[src/rtl/core_pkg.sv]
// Shared core types and sizing for the rename stage and its RAT storage.
package core_pkg;
  localparam int PREGS     = 64;
  localparam int ARCH_REGS = 32;
  localparam int ZERO_REG  = 31;
  localparam int PTAG_W    = $clog2(PREGS);

  typedef logic [PTAG_W-1:0] phys_t;
  typedef logic [4:0]        arch_t;
  typedef logic [ARCH_REGS-1:0][PTAG_W-1:0] rat_t;

  function automatic phys_t identity_tag(input int idx);
    return phys_t'(idx);
  endfunction
endpackage

[src/rtl/rat_array.sv]
// 32-entry arch->phys map: three async read ports, one write port and a bulk load.
// Entry ZERO_REG is a constant; writes and loads to it are ignored.
module rat_array
  import core_pkg::*;
(
  input  logic  clk,
  input  logic  reset,
  input  arch_t rd_addr_a,
  input  arch_t rd_addr_b,
  input  arch_t rd_addr_c,
  output phys_t rd_data_a,
  output phys_t rd_data_b,
  output phys_t rd_data_c,
  input  logic  wr_en,
  input  arch_t wr_addr,
  input  phys_t wr_data,
  input  logic  load_en,
  input  rat_t  load_data,
  output rat_t  rat_state
);

  genvar gi;
  generate
    for (gi = 0; gi < ARCH_REGS; gi++) begin : g_entry
      if (gi == ZERO_REG) begin : g_zero
        assign rat_state[gi] = identity_tag(ZERO_REG);
      end else begin : g_flop
        phys_t entry_reg;
        // Bulk load wins over the single write so a flush fully replaces state.
        always_ff @(posedge clk or negedge reset) begin
          if (!reset) begin
            entry_reg <= identity_tag(gi);
          end else if (load_en) begin
            entry_reg <= load_data[gi];
          end else if (wr_en && (wr_addr == arch_t'(gi))) begin
            entry_reg <= wr_data;
          end
        end
        assign rat_state[gi] = entry_reg;
      end
    end
  endgenerate

  assign rd_data_a = rat_state[rd_addr_a];
  assign rd_data_b = rat_state[rd_addr_b];
  assign rd_data_c = rat_state[rd_addr_c];

endmodule

[src/rtl/rename_rat.sv]
// Single-wide rename: speculative + committed RAT, free-list pop handshake and a
// registered output stage towards dispatch/ROB.
module rename_rat
  import core_pkg::*;
(
  input  logic  clk,
  input  logic  reset,
  input  logic  ren_valid,
  output logic  ren_ready,
  input  arch_t ren_rs1_arch,
  input  arch_t ren_rs2_arch,
  input  arch_t ren_rd_arch,
  input  logic  ren_rd_wr,
  output logic  fl_alloc_en,
  input  phys_t fl_alloc_phys,
  input  logic  fl_alloc_valid,
  output logic  out_valid,
  input  logic  out_ready,
  output phys_t out_rs1_phys,
  output phys_t out_rs2_phys,
  output phys_t out_rd_phys,
  output phys_t out_old_rd_phys,
  output logic  out_rd_alloc,
  input  logic  cm_en,
  input  arch_t cm_rd_arch,
  input  phys_t cm_rd_phys,
  input  logic  flush
);

  logic  need_alloc;
  logic  fire;
  phys_t spec_rs1;
  phys_t spec_rs2;
  phys_t spec_rd;
  rat_t  spec_state;
  rat_t  commit_state;
  rat_t  flush_load;
  phys_t commit_rd_a;
  phys_t commit_rd_b;
  phys_t commit_rd_c;

  assign need_alloc  = ren_rd_wr && (ren_rd_arch != arch_t'(ZERO_REG));
  assign ren_ready   = !flush && (!out_valid || out_ready) && (!need_alloc || fl_alloc_valid);
  assign fire        = ren_valid && ren_ready;
  assign fl_alloc_en = fire && need_alloc;

  // Restore image: committed map with this cycle's commit folded in.
  always_comb begin
    flush_load = commit_state;
    if (cm_en) begin
      flush_load[cm_rd_arch] = cm_rd_phys;
    end
  end

  rat_array u_spec_rat (
    .clk       (clk),
    .reset     (reset),
    .rd_addr_a (ren_rs1_arch),
    .rd_addr_b (ren_rs2_arch),
    .rd_addr_c (ren_rd_arch),
    .rd_data_a (spec_rs1),
    .rd_data_b (spec_rs2),
    .rd_data_c (spec_rd),
    .wr_en     (fl_alloc_en),
    .wr_addr   (ren_rd_arch),
    .wr_data   (fl_alloc_phys),
    .load_en   (flush),
    .load_data (flush_load),
    .rat_state (spec_state)
  );

  rat_array u_commit_rat (
    .clk       (clk),
    .reset     (reset),
    .rd_addr_a (cm_rd_arch),
    .rd_addr_b (ren_rs1_arch),
    .rd_addr_c (ren_rs2_arch),
    .rd_data_a (commit_rd_a),
    .rd_data_b (commit_rd_b),
    .rd_data_c (commit_rd_c),
    .wr_en     (cm_en),
    .wr_addr   (cm_rd_arch),
    .wr_data   (cm_rd_phys),
    .load_en   (1'b0),
    .load_data (spec_state),
    .rat_state (commit_state)
  );

  // RAT write and output capture share one edge, so a dependent in the next
  // cycle already reads the new tag without any bypass.
  always_ff @(posedge clk or negedge reset) begin
    if (!reset) begin
      out_valid       <= 1'b0;
      out_rs1_phys    <= '0;
      out_rs2_phys    <= '0;
      out_rd_phys     <= '0;
      out_old_rd_phys <= '0;
      out_rd_alloc    <= 1'b0;
    end else if (flush) begin
      out_valid <= 1'b0;
    end else if (fire) begin
      out_valid       <= 1'b1;
      out_rs1_phys    <= spec_rs1;
      out_rs2_phys    <= spec_rs2;
      out_old_rd_phys <= spec_rd;
      out_rd_phys     <= need_alloc ? fl_alloc_phys : spec_rd;
      out_rd_alloc    <= need_alloc;
    end else if (out_ready) begin
      out_valid <= 1'b0;
    end
  end

endmodule
[config.mk]
export PLATFORM = sky130hd
export DESIGN_NAME = rename_rat
export DESIGN_NICKNAME = d
export VERILOG_FILES = /design/src/rtl/core_pkg.sv /design/src/rtl/rat_array.sv /design/src/rtl/rename_rat.sv
export SDC_FILE = /design/constraint.sdc
export NUM_CORES = 1
export LEC_CHECK = 0
export ABC_CLOCK_PERIOD_IN_PS = 2300
export BUFFER_PORTS_ARGS = -buffer_cell sky130_fd_sc_hd__buf_4
export CORE_MARGIN = 3
export CORE_UTILIZATION = 35
export DETAILED_ROUTE_END_ITERATION = 12
export GPL_TIMING_DRIVEN = 0
export PLACE_DENSITY = 0.53
export SLEW_MARGIN = 40
export SYNTH_ARGS = -nofsm -noshare
export SYNTH_HDL_FRONTEND = slang
export SYNTH_SLANG_ARGS = --single-unit
[constraint.sdc]
create_clock -name clk -period 2.3 [get_ports clk]
set_input_delay 0.46 -clock clk [delete_from_list [all_inputs] [get_ports clk]]
set_output_delay 0.46 -clock clk [all_outputs]
set_load 0.02 [all_outputs]
# [Word-level counts from Yosys, hierarchy flattened]
# Cells that the tools add are included.
[op_classes] add_sub_neg=0 mul=0 div_mod_pow=0 order_cmp=5 n_eq_ne=61 shifts=0 muxes=76 n_bitwise=1 n_reduce_logical=108
[op_table] operator="two-way mux 6 bit" n=67
[op_table] operator="bitwise mux 192 bit" n=1
[op_table] operator="two-way mux 186 bit" n=1
[op_table] operator="== test 5 bit, second input constant" n=30
[op_table] operator="binary-select mux 6 bit (select 5 bit)" n=3
[op_table] operator="== test 5 x 4 -> 1 bit, second input constant" n=16
[op_table] operator="logical AND 1 bit" n=68
[op_table] operator="nonzero test 2 bit" n=31
[op_table] operator="== test 5 x 3 -> 1 bit, second input constant" n=8
[op_table] operator="demux 6 bit (select 5 bit)" n=1
[op_table] operator="less-than comparator 5 x 6 -> 1 bit, second input constant" n=4
[op_table] operator="== test 5 x 2 -> 1 bit, second input constant" n=4
[op_table] operator="== test 5 x 1 -> 1 bit, second input constant" n=2
[op_table] operator="logical NOT 5 bit" n=2
[op_table] operator="greater-or-equal comparator 5 x 1 -> 1 bit, second input constant" n=1
[op_table] operator="inequality test 5 bit, second input constant" n=1
[op_table] operator="logical NOT 1 bit" n=3
[op_table] operator="two-way mux 1 bit" n=3
[op_table] operator="nonzero test 3 bit" n=1
[op_table] operator="logical OR 1 bit" n=2
[op_table] operator="AND reduction 2 bit" n=1
[op_table] operator="inverter 1 bit" n=1
[word_totals] ff_bits=398 latchBits=0 ramBits=0 rom_bits=0 in_bits=40 out_inout_bits=28 memories=0

# [Depth between registers and ports, before layout]
# Gate-level depths: netlist of run 1.
[logic_depth] ltp_word=10 mapped_depth=9 mapped_depth_nobuf=5

# [Modules after synthesis]
# Synthesis of run 1 repeated with hierarchy kept, for this count alone.
[unflattened] hier_cells=2834 hier_area_um2=30737.0
[by_module_without_submodules] mod="rat_array (u_spec_rat)" instances=1 cells_per_inst=1271 area_per_inst_um2=13598.0 seq_area_each_um2=4748.3
[by_module_without_submodules] mod="rat_array (u_commit_rat)" instances=1 cells_per_inst=1234 area_per_inst_um2=13523.0 seq_area_each_um2=4748.3
[by_module_without_submodules] mod="rename_rat" instances=1 cells_per_inst=329 area_per_inst_um2=3616.0 seq_area_each_um2=650.6

# [Worst setup path after synthesis of run 1]
# Ideal clock, no wire load.
[synth_timing] path_type="in2reg" start="in cm_rd_arch[0]" end="reg u_spec_rat.g_entry[20].g_flop.entry_reg[0]" setup_time_ns=0.128 t_arrival_ns=2.063 setup_slack_ns=0.109 stages=5 path_cell_list="or3b_2 -> nor2_4 -> mux2_2 -> o21ba_2 -> mux2_1"
[synth_via] elab_chain_cells=7
[synth_lines] element="from (decl)" line="rename_rat.sv:25" text="input arch_t cm_rd_arch,"
[synth_lines] element="less-than comparator 5 x 6 -> 1 bit or greater-or-equal comparator 5 x 1 -> 1 bit (tied branches)"
[synth_lines] element="logical AND 1 bit (not written as such)" line="rename_rat.sv:51" text="flush_load[cm_rd_arch] = cm_rd_phys;"
[synth_lines] element="two-way mux 6 bit (not written as such)" line="rename_rat.sv:51"
[synth_lines] element="demux 6 bit (select 5 bit) (*)" line="rename_rat.sv:51"
[synth_lines] element="bitwise mux 192 bit (*)" line="rename_rat.sv:51"
[synth_lines] element="two-way mux 186 bit (*)" line="rename_rat.sv:50" text="if (cm_en) begin"
[synth_lines] element="two-way mux 6 bit (*)" line="rat_array.sv:33" text="end else if (load_en) begin"
[synth_lines] element="to (signal assigned)" line="rat_array.sv:32" text="entry_reg <= identity_tag(gi);"
[synth_lines] element="to (signal assigned)" line="rat_array.sv:34" text="entry_reg <= load_data[gi];"
[synth_lines] element="to (signal assigned)" line="rat_array.sv:36" text="entry_reg <= wr_data;"
[synth_lines] element="to (decl)" line="rat_array.sv:28" text="phys_t entry_reg;"
# Every way passes the cells marked *; elsewhere a longest branch is shown, timed or not.
# A chain may end at the register's enable or synchronous reset.

# [Worst setup path in the final report of run 1]
[layout_timing] start="in ren_rs2_arch[2]" end="reg out_rs2_phys[1]"
[layout_via] elab_chain_cells=2
[layout_lines] element="from (decl)" line="rename_rat.sv:11" text="input arch_t ren_rs2_arch,"
[layout_lines] element="binary-select mux 6 bit (select 5 bit)" line="rat_array.sv:45" text="assign rd_data_b = rat_state[rd_addr_b];"
[layout_lines] element="two-way mux 6 bit (not written as such)" line="rat_array.sv:45"
[layout_lines] element="to (signal assigned)" line="rename_rat.sv:104" text="out_rs2_phys <= spec_rs2;"
[layout_lines] element="to (decl)" line="rename_rat.sv:20" text="output phys_t out_rs2_phys,"
# No other way between the ends. The select of a mux whose other input is x is not followed.

==> results of run 1 <==
## path summary, 6_finish.rpt
kind	startpoint	end	slack [ns]	cells past startpoint
setup / recovery	ren_rs2_arch[2]	out_rs2_phys[1]	-0.002	7
hold / removal	fl_alloc_phys[2]	out_rd_phys[2]	0.19	3
setup reg to reg	u_spec_rat.g_entry[15].g_flop.entry_reg[1]	out_rs1_phys[1]	0.07	5
hold reg to reg	out_rs2_phys[0]	out_rs2_phys[0]	0.48	2
max in group asynchronous	reset	u_commit_rat.g_entry[27].g_flop.entry_reg[3]	0.59	5
min in group asynchronous	reset	u_spec_rat.g_entry[9].g_flop.entry_reg[4]	0.32	2
## power by group
group | internal, uW | total [uW] | switching [uW] | leakage, uW
Sequential | 8570 | 9640 | 1070 | 0.00464
Combinational | 2320 | 4800 | 2480 | 0.00519
Clock | 4690 | 7830 | 3140 | 0.000774
Total | 15600 | 22300 | 6690 | 0.0106
## cell type report
cell class                      count  share of cell area
Timing Repair Buffer               69              0.0254
Inverter                           99              0.0146
Antenna cell                        4            0.000392
Sequential cell                   398               0.397
Clock inverter                     20              0.0108
Multi-Input combinational cell   1057               0.434
Buffer                            121              0.0248
Tap cell                          837              0.0410
Clock buffer                       66              0.0516
## per-layer routing
metal,vias to the layer above,share of wire,track usage
met4,4,0.033,0.0827
li1,6510,-,-
met3,137,0.084,0.0585
met1,8426,0.43,0.371
met2,730,0.45,0.405
met5,-,0.00025,0
## cells by family after synthesis
kind of cell    Yosys count  share of synthesized area
compound gates          336                      0.124
flops                   398                      0.459
simple gates            188                     0.0469
buf+inv                 221                     0.0437
mux                     533                      0.326
## critical path: stages
cell and delay [ns]:
sky130_fd_sc_hd__clkbuf_1 0.36, sky130_fd_sc_hd__clkbuf_1 0.62, sky130_fd_sc_hd__mux4_2 0.46, sky130_fd_sc_hd__o22ai_1 0.31
sky130_fd_sc_hd__nor3_1 0.12, sky130_fd_sc_hd__a211oi_1 0.35, sky130_fd_sc_hd__nor2_1 0.07
## stage by stage
step / total power (uW) / setup WS, ns / util / instance area, um^2
global placement: 14300 / -3.28 / 0.381 / 23600
floorplan: 12300 / 0.109 / - / 22100
CTS: 22300 / 0.00377 / 0.411 / 25500
finish: 22300 / -0.00165 / 0.411 / 25500
global route: 23100 / 0.00449 / 0.411 / 25500
detailed placement: 14400 / -0.821 / 0.384 / 23800
## cell usage after synthesis (5+ instances only)
cell / n / area share
sky130_fd_sc_hd__a211oi_1: 8 / 0.0027
sky130_fd_sc_hd__a21oi_1: 12 / 0.0027
sky130_fd_sc_hd__a21oi_2: 12 / 0.0048
sky130_fd_sc_hd__a22oi_1: 6 / 0.0020
sky130_fd_sc_hd__a31oi_1: 8 / 0.0023
sky130_fd_sc_hd__and3_1: 5 / 0.0014
sky130_fd_sc_hd__buf_1: 5 / 0.00085
sky130_fd_sc_hd__buf_2: 18 / 0.0041
sky130_fd_sc_hd__buf_4: 12 / 0.0041
sky130_fd_sc_hd__buf_6: 7 / 0.0036
sky130_fd_sc_hd__clkbuf_1: 79 / 0.013
sky130_fd_sc_hd__dfrtp_1: 248 / 0.28
sky130_fd_sc_hd__dfstp_2: 150 / 0.18
sky130_fd_sc_hd__inv_1: 98 / 0.017
sky130_fd_sc_hd__mux2_1: 36 / 0.018
sky130_fd_sc_hd__mux2_2: 265 / 0.13
sky130_fd_sc_hd__mux2i_1: 112 / 0.051
sky130_fd_sc_hd__mux4_2: 120 / 0.12
sky130_fd_sc_hd__nand2_1: 49 / 0.0083
sky130_fd_sc_hd__nand2b_1: 28 / 0.0079
sky130_fd_sc_hd__nand3_1: 11 / 0.0025
sky130_fd_sc_hd__nand3b_1: 5 / 0.0017
sky130_fd_sc_hd__nand4_1: 8 / 0.0023
sky130_fd_sc_hd__nor2_1: 38 / 0.0064
sky130_fd_sc_hd__nor2b_1: 8 / 0.0023
sky130_fd_sc_hd__nor3_1: 6 / 0.0014
sky130_fd_sc_hd__o21ai_0: 17 / 0.0038
sky130_fd_sc_hd__o21ba_2: 90 / 0.041
sky130_fd_sc_hd__o21bai_1: 95 / 0.032
sky130_fd_sc_hd__o221ai_1: 16 / 0.0063
sky130_fd_sc_hd__o22ai_1: 30 / 0.0085
## repair_timing
item,in CTS,in global routing
buffers inserted,2,0
endpoints found under the hold margin,30,0
endpoints found under the setup margin,137,7
hold buffers,1,0
resized for setup,13,7
pin swaps,2,1
==> impl_summary.txt, run 1 <==
----------------------------------------------------
[Outcome]
  Result of the run ... finished with violations
  Violations in the final reports ... negative setup slack

[Power and ir drop]
  Leak pwr ... 0.0106 uW
  Power density normalized to cell area ... 872 mW/mm^2
  IR Drop Worst-Case VDD ... 0.458 mV

[Die]
  DIE HEIGHT ... 257 um
  Core Box Area ... 0.0621 mm^2
  Width of the die ... 257 um
  Cell Rows ... 91
  Initial Utilization ... 0.356
  Die area ... 0.0662 mm^2
  Io pins ... 68

[Worst hold path]
  Hold/Removal Path Class ... primary input to flop

[Drt]
  Drt via density ... 5.92
  1st-pass router iterations ... 5
  Number of remaining DRC errors ... 0
  Total via count after detailed routing ... 15807
  Mean routed wirelength per cell ... 32.9 um
  Remaining number of nets flagged by the antenna check after routing ... 0
  First-iteration detailed-routing DRC count ... 1705
  Total detailed-routing wirelength ... 87900 um

[Timing]
  Number of endpoints failing setup at the final stage ... 1
  Setup TNS ... -0.00165 ns
  Tightest slew margin relative to the limit ... 0.375
  Final Cycle Share ... 1.00
  Number of hold violations in the final report ... 0
  Final worst-path setup slack ... -0.00165 ns
  Minimum period implied by the final worst setup slack ... 2.30 ns
  Skew final ... 0.0217 ns
  Worst hold slack after final layout ... 0.191 ns
  Slew @ Worst Pin ... 0.938 ns
  Setup repair after global routing missed its margin ... no
  Peak Freq ... 0.434 GHz
  Fin. max-slew vios ... 0

[Global routing]
  Via count of the first global-routing pass ... 16069
  Pin count of the biggest net entering global routing ... 71
  Total grt overflow ... 0
  Antenna violations before repair ... 8
  Overall Global Routing Usage ... 0.263
  Wire length of the first global-routing pass ... 124000 um

[Final layout]
  Sequential cell area ... 0.0101 mm^2
  Leading cell type in the layout, fill and taps excluded ... sky130_fd_sc_hd__mux2_2
  Area delta synth->final ... 15.4%
  Filler instances ... 5890
  Final net count ... 1833
  Multi-input gate area in the final layout ... 0.0111 mm^2
  Non-filler instance count after layout ... 2671
  Share of cells above drive strength 1 ... 0.478
  Commonest cells after routing, fill and taps aside ... sky130_fd_sc_hd__mux2_2 (265), sky130_fd_sc_hd__dfrtp_1 (248), sky130_fd_sc_hd__dfstp_2 (150), sky130_fd_sc_hd__mux4_2 (120), sky130_fd_sc_hd__mux2i_1 (112)

[Placement]
  Placed instance count ... 2579
  Number of input and output port buffers inserted ... 60
  Detailed Place HPWL ... 66600 um
  Gp weighted congestion ... 0.990

[Clocking]
  Max H-tree Level ... 2
  TritonCTS clock tree ... done
  CTS buffer count ... 47
  Root buffer cell ... sky130_fd_sc_hd__clkbuf_16
  Clock transition at the register clock pins on the worst setup and hold paths after CTS ... 0.07 ns
  Number of buffers on the longest clock path ... 3
  Clk Latency, worst-skew pair ... 0.59 ns
  Num Clock Sinks ... 398

[Yosys]
  Async set-reset flop share out of synthesis ... 1.00
  Cells after synthesis ... 1676
  FF+latch count, synth ... 398
  Combined area of all synthesized cells ... 0.0221 mm^2
  Flip-flop cell with the highest count after synthesis ... sky130_fd_sc_hd__dfrtp_1
  Number of enable-type register cells in the synthesized netlist ... 0
  Mapped Nets ... 1716
  Warnings from Yosys ... 0
  Count of different cell masters after synthesis ... 67
  Sequential area share after synthesis ... 0.459
  Mean Syn Cell Area ... 13.2 um^2

[Worst setup path]
  Setup Crit Path Kind ... primary input to flop
  Crit. End Element ... flop
  Worst-path fanout max ... 10
  Data arrival, critical path ... 2.77 ns
  Category of the worst setup path launch point ... primary input
  WP data required ... 2.77 ns

[Job]
  Number of max-cap violations ... 0

----------------------------------------------------
Power figures use the tool's default switching activity.
==> run 2, diff against run 1 <==
--- a/config.mk
+++ b/config.mk
@@ -9,9 +9,11 @@
 export BUFFER_PORTS_ARGS = -buffer_cell sky130_fd_sc_hd__buf_4
 export CORE_MARGIN = 3
 export CORE_UTILIZATION = 35
+export CTS_CLUSTER_DIAMETER = 100
 export DETAILED_ROUTE_END_ITERATION = 12
 export GPL_TIMING_DRIVEN = 0
 export PLACE_DENSITY = 0.53
+export SETUP_SLACK_MARGIN = 0.4
 export SLEW_MARGIN = 40
 export SYNTH_ARGS = -nofsm -noshare
 export SYNTH_HDL_FRONTEND = slang
==> impl_summary.txt, run 2 (synthesis results as in run 1) <==
----------------------------------------------------
[Timing]
  Minimum period implied by the final worst setup slack ... 2.13 ns
  Number of endpoints failing setup at the final stage ... 0
  Skew final ... 0.0151 ns
  Final worst-path setup slack ... 0.171 ns
  Setup TNS ... 0 ns
  Tightest slew margin relative to the limit ... 0.275
  Peak Freq ... 0.470 GHz
  Fin. max-slew vios ... 0
  Final Cycle Share ... 0.926
  Worst hold slack after final layout ... 0.191 ns
  Number of hold violations in the final report ... 0
  Slew @ Worst Pin ... 1.09 ns
  Setup repair after global routing missed its margin ... yes

[Final layout]
  Final net count ... 1860
  Filler instances ... 5719
  Commonest cells after routing, fill and taps aside ... sky130_fd_sc_hd__mux2_2 (246), sky130_fd_sc_hd__dfrtp_1 (240), sky130_fd_sc_hd__dfstp_2 (150), sky130_fd_sc_hd__mux4_2 (120), sky130_fd_sc_hd__mux2i_1 (110)
  Final Instance Area ... 0.0266 mm^2
  Share of cells above drive strength 1 ... 0.539
  Leading cell type in the layout, fill and taps excluded ... sky130_fd_sc_hd__mux2_2
  Area delta synth->final ... 20.4%

[Drt]
  Remaining number of nets flagged by the antenna check after routing ... 0
  First-iteration detailed-routing DRC count ... 1524
  Drt via density ... 5.92
  Total detailed-routing wirelength ... 89100 um
  Total via count after detailed routing ... 15961
  1st-pass router iterations ... 5
  Mean routed wirelength per cell ... 33.0 um
  Number of remaining DRC errors ... 0

[Worst setup path]
  Cell family contributing the most delay on the critical path ... simple AND/OR/NAND/NOR gates
  Path depth of the worst reg2reg path ... 8
  WP data required ... 1.84 ns
  Reg-to-reg setup timing slack ... 0.21 ns
  Crit. End Element ... output pin
  Setup Crit Path Kind ... flop to output pin
  Origin of the critical flop-to-flop path ... out_valid
  Category of the worst setup path launch point ... flop
  Number of buffer and inverter instances along the worst setup path ... 2
  Critical Path End ... fl_alloc_en
  Number of gates on the worst path with buffers counted ... 5
  Largest incremental delay on the critical path ... 0.41 ns
  Cell with the largest stage delay on the worst path ... sky130_fd_sc_hd__dfrtp_1
  Worst-path fanout max ... 2
  Data arrival, critical path ... 1.67 ns
  RR Endpoint ... u_spec_rat.g_entry[13].g_flop.entry_reg[1]
  Cells traversed along the worst timing path ... nand2b_4, nand4_4, nor2_4, buf_8, buf_6
  Crit path launch ... out_valid

[Clocking]
  Num Clock Sinks ... 398
  Max H-tree Level ... 2
  Clk Latency, worst-skew pair ... 0.58 ns
  Clock transition at the register clock pins on the worst setup and hold paths after CTS ... 0.06 ns
  Number of buffers on the longest clock path ... 3
  Root buffer cell ... sky130_fd_sc_hd__clkbuf_16
  TritonCTS clock tree ... done
  CTS buffer count ... 46

[Power and ir drop]
  Leak pwr ... 0.0110 uW
  Power density normalized to cell area ... 822 mW/mm^2
  PnR Total Power ... 21900 uW
  IR Drop Worst-Case VDD ... 0.461 mV

[Outcome]
  Result of the run ... completed

[Placement]
  Gp weighted congestion ... 0.993
  Setup WS pre-CTS ... -1.10 ns
  Detailed Place HPWL ... 67000 um
  Number of input and output port buffers inserted ... 60
  Post-Place Cell Area ... 0.0240 mm^2

[Die]
  Core Box Area ... 0.0621 mm^2
  Die area ... 0.0662 mm^2
  Cell Rows ... 91
  DIE HEIGHT ... 257 um
  Io pins ... 68
  Width of the die ... 257 um
  Initial Utilization ... 0.356

[Global routing]
  Overall Global Routing Usage ... 0.266
  Pin count of the biggest net entering global routing ... 72
  Antenna violations before repair ... 6
  Wire length of the first global-routing pass ... 125000 um
  Total grt overflow ... 0
  Via count of the first global-routing pass ... 16107

[Job]
  Number of max-cap violations ... 0

[Worst hold path]
  Hold/Removal Path Class ... primary input to flop

----------------------------------------------------
[run 2: worst register-to-register path, stage by stage, from the launching register on]
cell	delay [ns]
sky130_fd_sc_hd__dfrtp_1	0.41
sky130_fd_sc_hd__nand2b_4	0.10
sky130_fd_sc_hd__nand4_4	0.18
sky130_fd_sc_hd__buf_6	0.18
sky130_fd_sc_hd__buf_12	0.13
sky130_fd_sc_hd__nor4b_4	0.33
sky130_fd_sc_hd__buf_4	0.21
sky130_fd_sc_hd__a21oi_4	0.09
sky130_fd_sc_hd__mux2_4	0.36
[run 2: routing by layer]
metal	vias to the layer above	wire length, um	global-route usage
li1	6529	-	-
met1	8498	38100	0.372
met2	780	38900	0.399
met3	150	8460	0.0687
met4	4	3710	0.0971
met5	-	22	0
[run 2: layout make-up]
cell class	instances	area, um^2	area share
clock inverter	14	86.3	0.00324
inverter	99	379	0.0142
multi-input combinational	1057	11800	0.444
timing repair buffer	96	961	0.0361
buffer	122	803	0.0302
tap	837	1050	0.0393
sequential	398	10200	0.381
antenna	4	10.0	0.000376
clock buffer	71	1370	0.0513
[run 2: worst min-delay path by stage]
stage                      from  cells past startpoint                                            to
6_report       fl_alloc_phys[0]                      3                                out_rd_phys[0]
5_1_grt        fl_alloc_phys[2]                      3                                out_rd_phys[2]
4_1_cts        fl_alloc_phys[4]                      3                                out_rd_phys[4]
3_5_place_dp              reset                      1  u_commit_rat.g_entry[24].g_flop.entry_reg[2]
3_3_place_gp       out_rd_alloc                      1                                  out_rd_alloc
2_1_floorplan             reset                      0                            out_old_rd_phys[0]
[run 2: what timing repair did]
action / 4_1_cts / 5_1_grt
hold endpoints to repair: 39 / 0
pin swaps: 11 / 23
gates resized for setup: 103 / 100
endpoints found under the setup margin: 211 / 143
hold buffers: 1 / 0
setup buffers: 15 / 14
[run 2: power breakdown]
group          switching, uW  leakage (uW)  internal, uW
Sequential              1080       0.00464          8580
Combinational           2650       0.00567          2520
Clock                   2970      0.000717          4100
[run 2: stage by stage]
stage,std cells,utilization
final,2698,0.429
after global routing,2695,0.429
after CTS,2680,0.420
after detailed placement,2579,0.388
after global placement,2573,0.384
after floorplan,1676,-
